--- config.mk ---
export PLATFORM = sky130hd
export DESIGN_NAME = mul_arbiter_seq
export DESIGN_NICKNAME = d
export VERILOG_FILES = /design/src/rtl/mul_ctrl_pkg.sv /design/src/rtl/rr_arb2.sv /design/src/rtl/mul_arbiter_seq.sv
export SDC_FILE = /design/constraint.sdc
export NUM_CORES = 1
export LEC_CHECK = 0
export CAP_MARGIN = 10
export CORE_MARGIN = 4
export CORE_UTILIZATION = 36
export CTS_CLUSTER_DIAMETER = 60
export DETAILED_ROUTE_END_ITERATION = 7
export PLACE_DENSITY = 0.84
export SLEW_MARGIN = 20
export SYNTH_ARGS = -nofsm -noshare
export SYNTH_HDL_FRONTEND = slang
export SYNTH_SLANG_ARGS = --single-unit
--- constraint.sdc ---
create_clock -name Clk -period 3.2 [get_ports Clk]
set_input_delay 0.64 -clock Clk [delete_from_list [all_inputs] [get_ports Clk]]
set_output_delay 0.64 -clock Clk [all_outputs]
set_load 0.01 [all_outputs]
--- src/rtl/mul_ctrl_pkg.sv ---
// -----------------------------------------------------------------------------
// mul_ctrl_pkg
//  Shared definitions for the shift-add multiplier sequencer/arbiter.
//  - state_t : FSM state encoding (IDLE=0, ADD=1, SHIFT=2, DONE=3)
//  - N_DEFAULT : default operand width
// -----------------------------------------------------------------------------
package mul_ctrl_pkg;

  // Default operand width; the product is twice this wide.
  localparam int N_DEFAULT = 8;

  // Sequencer states. The encoding is fixed so that the state can be
  // observed on a debug bus with known values.
  typedef enum logic [1:0] {
    IDLE  = 2'd0,
    ADD   = 2'd1,
    SHIFT = 2'd2,
    DONE  = 2'd3
  } state_t;

  // Client index values, used for the Owner and Last registers.
  localparam logic CLIENT0 = 1'b0;
  localparam logic CLIENT1 = 1'b1;

endpackage

--- src/rtl/rr_arb2.sv ---
// -----------------------------------------------------------------------------
// rr_arb2
//  Combinational 2-way round-robin arbiter.
//  Ports:
//    req  in  2  request vector, bit i = client i
//    last in  1  client that won the previous arbitration
//    gnt  out 2  one-hot (or zero) grant vector
//    sel  out 1  index of the winning client (meaningful only when |gnt)
//  On a tie the client that did NOT win last time is chosen; a single
//  requester always wins regardless of history.
// -----------------------------------------------------------------------------
module rr_arb2 (
  input  logic [1:0] req,
  input  logic       last,
  output logic [1:0] gnt,
  output logic       sel
);

  always_comb begin
    sel = 1'b0;
    if (req[0] && req[1]) begin
      sel = ~last;
    end else begin
      sel = req[1];
    end
  end

  // One grant line per client: asserted when anyone requests and the
  // selector points at that client.
  for (genvar gi = 0; gi < 2; gi++) begin : g_gnt
    assign gnt[gi] = (|req) && (sel == 1'(gi));
  end

endmodule

--- src/rtl/mul_arbiter_seq.sv ---
// -----------------------------------------------------------------------------
// mul_arbiter_seq
//  Sequencer and 2-way arbiter for a shared shift-add multiplier datapath.
//  Two clients request multiplies; the winner's operands are muxed onto
//  OpA/OpB with Load, then N ADD/SHIFT pairs are issued, the 2N-bit product
//  is captured into Result and a one-cycle Done pulse goes to the owner.
//  Ports:
//    Clk          in   1   clock, rising edge
//    Reset_n      in   1   asynchronous active-low reset
//    Req0/Req1    in   1   client requests (held with stable operands until Gnt)
//    A0/A1,B0/B1  in   N   client operands (multiplicand / multiplier)
//    Gnt0/Gnt1    out  1   operands sampled this cycle
//    Done0/Done1  out  1   Result valid for that client (one cycle)
//    Result       out  2N  captured product, held until the next capture
//    Busy         out  1   sequencer not idle
//    Load,Sh,Ad   out  1   datapath controls (mutually exclusive)
//    OpA,OpB      out  N   operands to datapath (0 when not granting)
//    M            in   1   datapath multiplier-register LSB
//    Prod         in   2N  datapath product register
//  Latency: Gnt at cycle T gives Done at T+2N+2; the Done cycle may grant again.
// -----------------------------------------------------------------------------
module mul_arbiter_seq
  import mul_ctrl_pkg::*;
#(
  parameter int N = N_DEFAULT
) (
  input  logic           Clk,
  input  logic           Reset_n,
  input  logic           Req0,
  input  logic           Req1,
  input  logic [N-1:0]   A0,
  input  logic [N-1:0]   A1,
  input  logic [N-1:0]   B0,
  input  logic [N-1:0]   B1,
  output logic           Gnt0,
  output logic           Gnt1,
  output logic           Done0,
  output logic           Done1,
  output logic [2*N-1:0] Result,
  output logic           Busy,
  output logic           Load,
  output logic           Sh,
  output logic           Ad,
  output logic [N-1:0]   OpA,
  output logic [N-1:0]   OpB,
  input  logic           M,
  input  logic [2*N-1:0] Prod
);

  // Bit counter width; cnt only ever holds 0..N-1.
  localparam int CW = (N > 1) ? $clog2(N) : 1;
  localparam logic [CW-1:0] CNT_LAST = CW'(N - 1);

  state_t            state_reg, state_next;
  logic [CW-1:0]     cnt_reg, cnt_next;
  logic              last_reg, last_next;
  logic              owner_reg, owner_next;
  logic [2*N-1:0]    result_reg;
  logic              done0_reg, done1_reg;

  logic [1:0]        req_vec;
  logic [1:0]        arb_gnt;
  logic              arb_sel;

  // Requests are masked while reset is asserted so that no grant can leak
  // out combinationally during reset, even though IDLE is forced.
  assign req_vec = {Req1, Req0} & {2{Reset_n}};

  rr_arb2 u_arb (
    .req  (req_vec),
    .last (last_reg),
    .gnt  (arb_gnt),
    .sel  (arb_sel)
  );

  // ---------------------------------------------------------------------------
  // Next-state and output logic
  // ---------------------------------------------------------------------------
  always_comb begin
    state_next = state_reg;
    cnt_next   = cnt_reg;
    last_next  = last_reg;
    owner_next = owner_reg;
    Gnt0       = 1'b0;
    Gnt1       = 1'b0;
    Load       = 1'b0;
    Sh         = 1'b0;
    Ad         = 1'b0;
    OpA        = '0;
    OpB        = '0;

    case (state_reg)
      IDLE: begin
        // Arbitration only happens here, so requests raised while busy are
        // simply not seen until the sequencer returns to IDLE.
        if (|arb_gnt) begin
          Gnt0       = arb_gnt[0];
          Gnt1       = arb_gnt[1];
          Load       = 1'b1;
          OpA        = arb_sel ? A1 : A0;
          OpB        = arb_sel ? B1 : B0;
          owner_next = arb_sel;
          last_next  = arb_sel;
          cnt_next   = '0;
          state_next = ADD;
        end
      end

      ADD: begin
        // Add the multiplicand only when the current multiplier bit is set.
        Ad         = M;
        state_next = SHIFT;
      end

      SHIFT: begin
        Sh = 1'b1;
        // The terminal count is tested here so cnt never wraps past N-1.
        if (cnt_reg == CNT_LAST) begin
          state_next = DONE;
        end else begin
          cnt_next   = cnt_reg + CW'(1);
          state_next = ADD;
        end
      end

      DONE: begin
        state_next = IDLE;
      end

      default: begin
        state_next = IDLE;
      end
    endcase
  end

  // ---------------------------------------------------------------------------
  // State and data registers
  // ---------------------------------------------------------------------------
  always_ff @(posedge Clk or negedge Reset_n) begin
    if (!Reset_n) begin
      state_reg  <= IDLE;
      cnt_reg    <= '0;
      last_reg   <= CLIENT1;   // makes client 0 win the first tie
      owner_reg  <= CLIENT0;
      result_reg <= '0;
      done0_reg  <= 1'b0;
      done1_reg  <= 1'b0;
    end else begin
      state_reg <= state_next;
      cnt_reg   <= cnt_next;
      last_reg  <= last_next;
      owner_reg <= owner_next;

      // The product is complete while in DONE; capture it on the way out so
      // Result and Done appear together in the following IDLE cycle.
      if (state_reg == DONE) begin
        result_reg <= Prod;
      end
      done0_reg <= (state_reg == DONE) && (owner_reg == CLIENT0);
      done1_reg <= (state_reg == DONE) && (owner_reg == CLIENT1);
    end
  end

  assign Result = result_reg;
  assign Done0  = done0_reg;
  assign Done1  = done1_reg;
  assign Busy   = (state_reg != IDLE);

endmodule

# Yosys cells after proc, flatten, opt, wreduce, memory -nomap -nowiden

Cells that the tools add are included.

RAM bits: 0
Bits in latches: 0
Memories kept: 0
Flip-flop bits (word level): 25
ROM bits: 0

Reductions and logical operators: 12
$mul: 0
Muxes and demuxes: 21
Div/mod/pow operators: 0
Shift-type cells: 0
Order comparisons: 0
Bitwise operators: 4
Equality and inequality tests: 6
$add $sub $neg: 1

Operators by type and width:

| operator                                       | count |
|---|---|
| two-way mux 8 bit                              | 6 |
| two-way mux 1 bit                              | 9 |
| case mux 2 bit (4 select lines)                | 1 |
| two-way mux 3 bit                              | 2 |
| case mux 3 bit (2 select lines)                | 1 |
| logical AND 1 bit                              | 5 |
| == test 2 bit (second input constant)          | 2 |
| two-way mux 2 bit                              | 2 |
| != test 2 bit (second input constant)          | 2 |
| nonzero test 2 bit                             | 2 |
| OR reduction 2 bit                             | 2 |
| adder 3 x 1 -> 3 bit (second input constant)   | 1 |
| == test 3 bit (second input constant)          | 1 |
| NOT 1 bit                                      | 3 |
| AND reduction 3 bit                            | 1 |
| bitwise AND 2 bit                              | 1 |
| == test 2 x 1 -> 1 bit (second input constant) | 1 |
| zero test 2 bit                                | 1 |
| AND reduction 2 bit                            | 1 |

# Longest topological paths before layout

Gate-level depths: netlist of the first run.

Depth after elaboration: 8
Depth in mapped cells: 6

# Cells and area by module

From an unflattened synthesis of the first run, not the netlist that was laid out.

Cells, all modules: 112
Area, all modules: 1298.7 µm²

Modules (own cells, without submodules):

| module          | instances | seq. area each (µm²) | area each (µm²) | cells an instance |
|---|---|---|---|---|
| mul_arbiter_seq | 1         | 626.9                | 1272.5          | 108 |
| rr_arb2         | 1         | 0.0                  | 26.3            | 4 |

# Worst setup path after synthesis of the first run

Ideal clock, no wire load.

Path kind: input -> output
Start point: input port Reset_n
End point: output port OpA[0]
Arrival time: 1443 ps
Path slack: 1117 ps
Stages on the path: 5
Buffers on the path: 2
Required time: 2560 ps
Cell sequence: nor3b_4 > and3_1 > buf_6 > buf_12 > a22o_1

Cells in the longest elaborated chain, start to end: 8

RTL lines:

| element               | RTL line              | source |
|---|---|---|
| start, declared       | mul_arbiter_seq.sv:28 | `input logic Reset_n,` |
| bitwise AND 2 bit (*) | mul_arbiter_seq.sv:67 | `assign req_vec = {Req1, Req0} & {2{Reset_n}};` |
| logical AND 1 bit     | rr_arb2.sv:21         | `if (req[0] && req[1]) begin` |
| two-way mux 1 bit     | rr_arb2.sv:21         |  |
| NOT 1 bit             | rr_arb2.sv:31         | `assign gnt[gi] = (\|req) && (sel == 1'(gi));` |
| logical AND 1 bit     | rr_arb2.sv:31         |  |
| OR reduction 2 bit    | mul_arbiter_seq.sv:96 | `if (\|arb_gnt) begin` |
| two-way mux 8 bit (*) | mul_arbiter_seq.sv:96 |  |
| two-way mux 8 bit (*) | mul_arbiter_seq.sv:92 | `case (state_reg)` |
| end, declared         | mul_arbiter_seq.sv:44 | `output logic [N-1:0] OpA,` |

Every way passes the cells marked *; elsewhere a longest branch is shown, timed or not.

# Worst setup path in the final report of the first run

Start point: input port Reset_n
End point: output port OpB[1]

Cells in the longest elaborated chain, start to end: 8

RTL lines:

| element               | RTL line              | source |
|---|---|---|
| bitwise AND 2 bit (*) | mul_arbiter_seq.sv:67 |  |
| logical AND 1 bit     | rr_arb2.sv:21         |  |
| two-way mux 1 bit     | rr_arb2.sv:21         |  |
| NOT 1 bit             | rr_arb2.sv:31         |  |
| logical AND 1 bit     | rr_arb2.sv:31         |  |
| OR reduction 2 bit    | mul_arbiter_seq.sv:96 |  |
| two-way mux 8 bit (*) | mul_arbiter_seq.sv:96 |  |
| two-way mux 8 bit (*) | mul_arbiter_seq.sv:92 |  |
| end, declared         | mul_arbiter_seq.sv:45 | `output logic [N-1:0] OpB,` |

Marked as above.

==> results of run 1 <==
## cells in the final DEF, fill, tap and decap left out
| cell | n |
|---|---|
| a31oi_1 | 1 |
| nand2_1 | 5 |
| nor2b_1 | 1 |
| nand2_2 | 1 |
| o21ai_0 | 6 |
| ha_1 | 2 |
| a22o_2 | 2 |
| nor3b_1 | 1 |
| dfstp_2 | 1 |
| a22o_1 | 14 |
| nor3b_4 | 1 |
| clkdlybuf4s50_1 | 92 |
| a21o_1 | 2 |
| dfrtp_1 | 24 |
| inv_1 | 3 |
| and3_1 | 4 |
| buf_12 | 2 |
| mux2_2 | 16 |
| nand2b_1 | 1 |
| buf_4 | 1 |
| or2b_1 | 1 |
| a21oi_1 | 1 |
| a22oi_1 | 2 |
| nor2_1 | 3 |
| clkinv_2 | 1 |
| clkbuf_4 | 3 |
## power groups by stage
stage	sequential [mW]	combinational, mW	clock (mW)
detailed placement	0.593	0.871	0
CTS	0.585	0.875	0.146
floorplan	0.603	0.413	0
global placement	0.578	0.849	0
global route	0.610	0.934	0.161
finish	0.586	0.859	0.138
## cell usage after synthesis (2+ instances only)
cell	n	area share (%)
nand2_1	5	1.5
a22oi_1	2	1.2
a22o_1	14	9.8
buf_6	4	3.6
inv_1	3	0.90
a22o_2	2	1.6
mux2_2	16	14
a21o_1	2	1.2
and3_1	4	2.0
dfrtp_1	24	48
nor2_1	3	0.90
o21ai_0	6	2.4
ha_1	2	2.0
## final cells by class
class / count / area (sq um)
flip-flops and latches: 25 / 627
repair buffers: 95 / 968
clock inverters: 1 / 5.00
well taps: 46 / 57.6
clock buffers: 3 / 22.5
multi-input cells: 64 / 527
fillers: 292 / 1120
inverters: 3 / 11.3
## routing by layer
metal | vias to the layer above | global-route usage, %
met3 | 2 | 8.43
li1 | 544 | -
met4 | 0 | 3.04
met5 | - | 0
met2 | 74 | 27.2
met1 | 547 | 17.0
## how the worst max path moves through the flow
stage | slack (ns) | cells after the start | start | end
5_1_grt | 0.03 | 6 | Reset_n | OpA[6]
4_1_cts | 0.12 | 6 | Reset_n | OpA[6]
6_report | 0.13 | 6 | Reset_n | OpB[1]
3_3_place_gp | 0.18 | 6 | Reset_n | OpA[5]
2_1_floorplan | 1.12 | 5 | Reset_n | OpA[0]
3_5_place_dp | 0.12 | 6 | Reset_n | OpA[6]
## through the flow
step	std cells	cell area (sq um)
after floorplan	99	1250
after global placement	233	2190
after detailed placement	233	2190
after CTS	237	2220
after global routing	237	2220
final	237	2220
## cell families (layout without fill, tap and decap cells)
kind of cell | Yosys count | count (layout) | share of synthesized area (%)
AND/OR/NAND/NOR | 18 | 18 | 8.61
flip-flops | 25 | 25 | 50.2
AO/OA/AOI/OAI | 28 | 28 | 17.1
multiplexers | 16 | 16 | 14.4
buffers and inverters | 10 | 102 | 7.71
adder cells (fa/ha/maj) | 2 | 2 | 2.00
==> metrics.txt, run 1 <==
Switching Power slightly above 0.5 mW; H-tree Lvls 1; Post-synth ARST share 100%; Routed Antenna Nets 0; max FFs per register 16; reg2reg setup slack 1.69 ns; Yosys reg bits 25; post-DP HPWL 2.88 mm; Initial Util 37.5%; RSZ-0062 raised after global routing false; CTS Buffer Depth 2; Residual DRC 0; syn nets roughly 150; worst hold margin 0.482 ns; Port Buffers 92; Critical Path Fanout Max 17; fin crit share 95.9%; # resized after CTS 0; Max Used Layer met4; nets 247; Setup CP Type in2out; total negative slack 0 ns; ant diodes 0; number of I/O pins 93; GPL Wtd Cong 0.702; max incr delay on CP 0.54 ns; clock group share of total power 8.7%; Final Core Density between 60 and 70%; DRT Pass-1 Iters 3; crit path DAT 2.43 ns; met3 WL 610 um; P per Cell Area 714 mW/mm^2; TritonCTS Buffers 3; DR vias approximately 1200; # clock sinks 25; total power draw 1.58 mW; clk_skew 0.00257 ns; Max stage delay cell, worst path clkdlybuf4s50_1; WP buf/inv 3; combinational share of power a little over half; Main synth FF type dfrtp_1; initial antenna violation count 0; Worst Hold Class reg2reg; Post-synth EDFFs 0; synthesized area 0.00125 sq mm; # hold bufs at CTS 0; Initial DRC Count 24; number of global-route vias before repair 1242; Mapped Avg Cell Area 12.6 sq um; final setup fails 0; status completed; CP cell instances clkdlybuf4s50_1, nor3b_4, and3_1, buf_12, a22o_1, clkdlybuf4s50_1; startpoint types input pin; most frequent CP cell clkdlybuf4s50_1; WL/cell roughly 15 um; grt total ovfl 0; Reg2Reg Depth 5; hold_sp owner_reg; Vias/cell 4.92; Clk pin slew, worst setup/hold paths roughly 0.13 ns; actual slew at the worst max-slew pin 0.389 ns; synth warn 0; Root Driver clkbuf_4; wire length on met2 1.57 mm; clock insertion delay at the later pin of the skew report between 0.3 and 0.4 ns; Die Wd 66.9 um; postcts setup bufs 0; CTS tree done; relative slew slack 74.0%; endpoint with the worst hold slack Done0; worst setup margin 0.130 ns; Die H 66.9 um; sequential share of the synthesized area about half; Fin. Hold Viols 0; total track usage 15.7%; fmax 326 MHz; Gate Count Post-Synth 99; minimum clock period about 3.1 ns; Max-cap violations 0; die area 0.00448 sq mm; Hold Crit Depth 1; CP Capture Type output port; cell class contributing the biggest share of worst-path delay buffers and inverters; largest net degree at the start of global routing 27; first-pass GRT wire length 5.46 mm; Reg power frac 37.0%; total internal power 1.06 mW; leakage power 0.933 nW; cell row count 21; Switching Share roughly a third; area delta synth->final 77.5%; CP required about 2.6 ns; Worst R2R End cnt_reg[2]; layout cell share with drive strength beyond 1 14.7%; DRT met1 WL 1.29 mm; final slew viol count 0; worst reg2reg path startpoint cnt_reg[0]; Cell variety after synth 25; Core Area 0.00334 sq mm; Worst VDD drop approximately 0.47 mV; routed wire length 3.48 mm; pre-CTS WS 0.117 ns
Power figures use the tool's default switching activity.
==> inputs of run 2 (changes only) <==
- CTS_CLUSTER_SIZE: unset -> 20
- MAX_ROUTING_LAYER: unset -> met4
==> metrics.txt, run 2 (synthesis results as in run 1) <==
Worst Hold Class reg2reg; Critical Path Source Reset_n; minimum clock period 3.07 ns; P per Cell Area 715 mW/mm^2; first-pass GRT wire length 5.46 mm; initial antenna violation count 0; final slew viol count 0; Critical Path Fanout Max 17; number of global-route vias before repair 1243; # clock sinks 25; DR vias around 1200; fillers 292; largest net degree at the start of global routing 27; Residual DRC 0; Worst VDD drop 0.474 mV; Core Area approximately 0.0033 sq mm; total power draw 1.59 mW; max incr delay on CP 0.54 ns; leakage power 0.933 nW; clock insertion delay at the later pin of the skew report 0.32 ns; Initial DRC Count 27; CP cell instances clkdlybuf4s50_1, nor3b_4, and3_1, buf_12, a22o_1, clkdlybuf4s50_1; Vias/cell 4.92; fin crit share 95.9%; most frequent cells in the layout clkdlybuf4s50_1, dfrtp_1, mux2_2; WL/cell 14.8 um; final setup fails 0; fmax 326 MHz; Die Wd 66.9 um; routed wire length ~3.5 mm; post-DP HPWL between 2 and 3 mm; cell class contributing the biggest share of worst-path delay buffers and inverters; worst reg2reg path startpoint cnt_reg[0]; number of I/O pins 93; Initial Util 37.5%; total track usage around 16%; Design Area, Final approximately 0.0022 sq mm; actual slew at the worst max-slew pin roughly 0.39 ns; status completed; Port Buffers 92; TritonCTS Buffers 3; Worst R2R End cnt_reg[2]; nets between 200 and 250; CP required 2.56 ns; total negative slack 0 ns; H-tree Lvls 1; Max stage delay cell, worst path clkdlybuf4s50_1; layout cell share with drive strength beyond 1 14.7%; most frequent CP cell clkdlybuf4s50_1; Max-cap violations 0; startpoint types input pin; Setup CP Type in2out; max FFs per register 16; WP buf/inv 3; Die H about 67 um; CTS Buffer Depth 2; Routed Antenna Nets 0; CP Capture Type output port; area delta synth->final 77.5%; worst hold margin roughly 0.48 ns; GPL Wtd Cong 0.710; RSZ-0062 raised after global routing false; Reg2Reg Depth 5; commonest non-fill, non-tap cell in the layout clkdlybuf4s50_1; Fin. Hold Viols 0; CTS tree done; clk_skew approximately 0.0070 ns; # hold bufs at CTS 0; crit path capture OpB[1]; cell row count 21; DRT Pass-1 Iters 3; postcts setup bufs 0; Storage cell area 627 sq um; relative slew slack 73.9%; ant diodes 0; grt total ovfl 0; footprint of the multi-input gates roughly 530 sq um; crit path DAT between 2 and 2.5 ns; Root Driver clkbuf_4; # resized after CTS 0; die area 0.00448 sq mm; reg2reg setup slack 1.69 ns; post-place instance area 0.00219 sq mm; Stages on worst setup path 6; Clk pin slew, worst setup/hold paths between 0.1 and 0.15 ns
## run 2: worst reg2reg max path: cells and delay by family (launching register included)
family / cells / cell delay [ns]
adders and majority gates: 2 / 0.42
AOI/OAI and AO/OA: 2 / 0.23
DFF: 1 / 0.43
and+or+nand+nor: 1 / 0.34
## run 2: final cells by class
cell class,instances,share of cell area [%]
clock buffers,3,1.02
clock inverters,1,0.226
inverters,3,0.508
multi-input cells,64,23.7
flip-flops and latches,25,28.3
well taps,46,2.59
repair buffers,95,43.7
## run 2: worst min path at each step
stage / cells after the start / from / to / slack [ns]
final: 1 / owner_reg / Done0 / 0.48
after global placement: 1 / owner_reg / Done0 / 0.46
after global routing: 1 / owner_reg / Done0 / 0.50
after detailed placement: 1 / owner_reg / Done0 / 0.46
after floorplan: 0 / Reset_n / Done0 / 0.34
after CTS: 1 / owner_reg / Done0 / 0.47
## run 2: layer usage
metal | part of all wire [%] | wire [um] | vias to the layer above | global-route usage, %
met1 | 38 | 1340 | 546 | 17.5
met4 | 0.40 | 14 | 0 | 3.04
met5 | 0 | 0 | - | -
met3 | 16 | 568 | 2 | 7.59
li1 | - | - | 544 | -
met2 | 45 | 1570 | 74 | 27.2
## run 2: per-stage QoR
stage	util (%)	cells	worst slack, ns
after floorplan	-	99	1.12
after global placement	65.7	233	0.178
after detailed placement	65.7	233	0.117
after CTS	66.5	237	0.118
after global routing	66.5	237	0.0253
final	66.5	237	0.130
## run 2: power by group
group / switching [mW] / internal, mW
Combinational: 0.315 / 0.545
Sequential: 0.114 / 0.472
Clock: 0.0938 / 0.0468
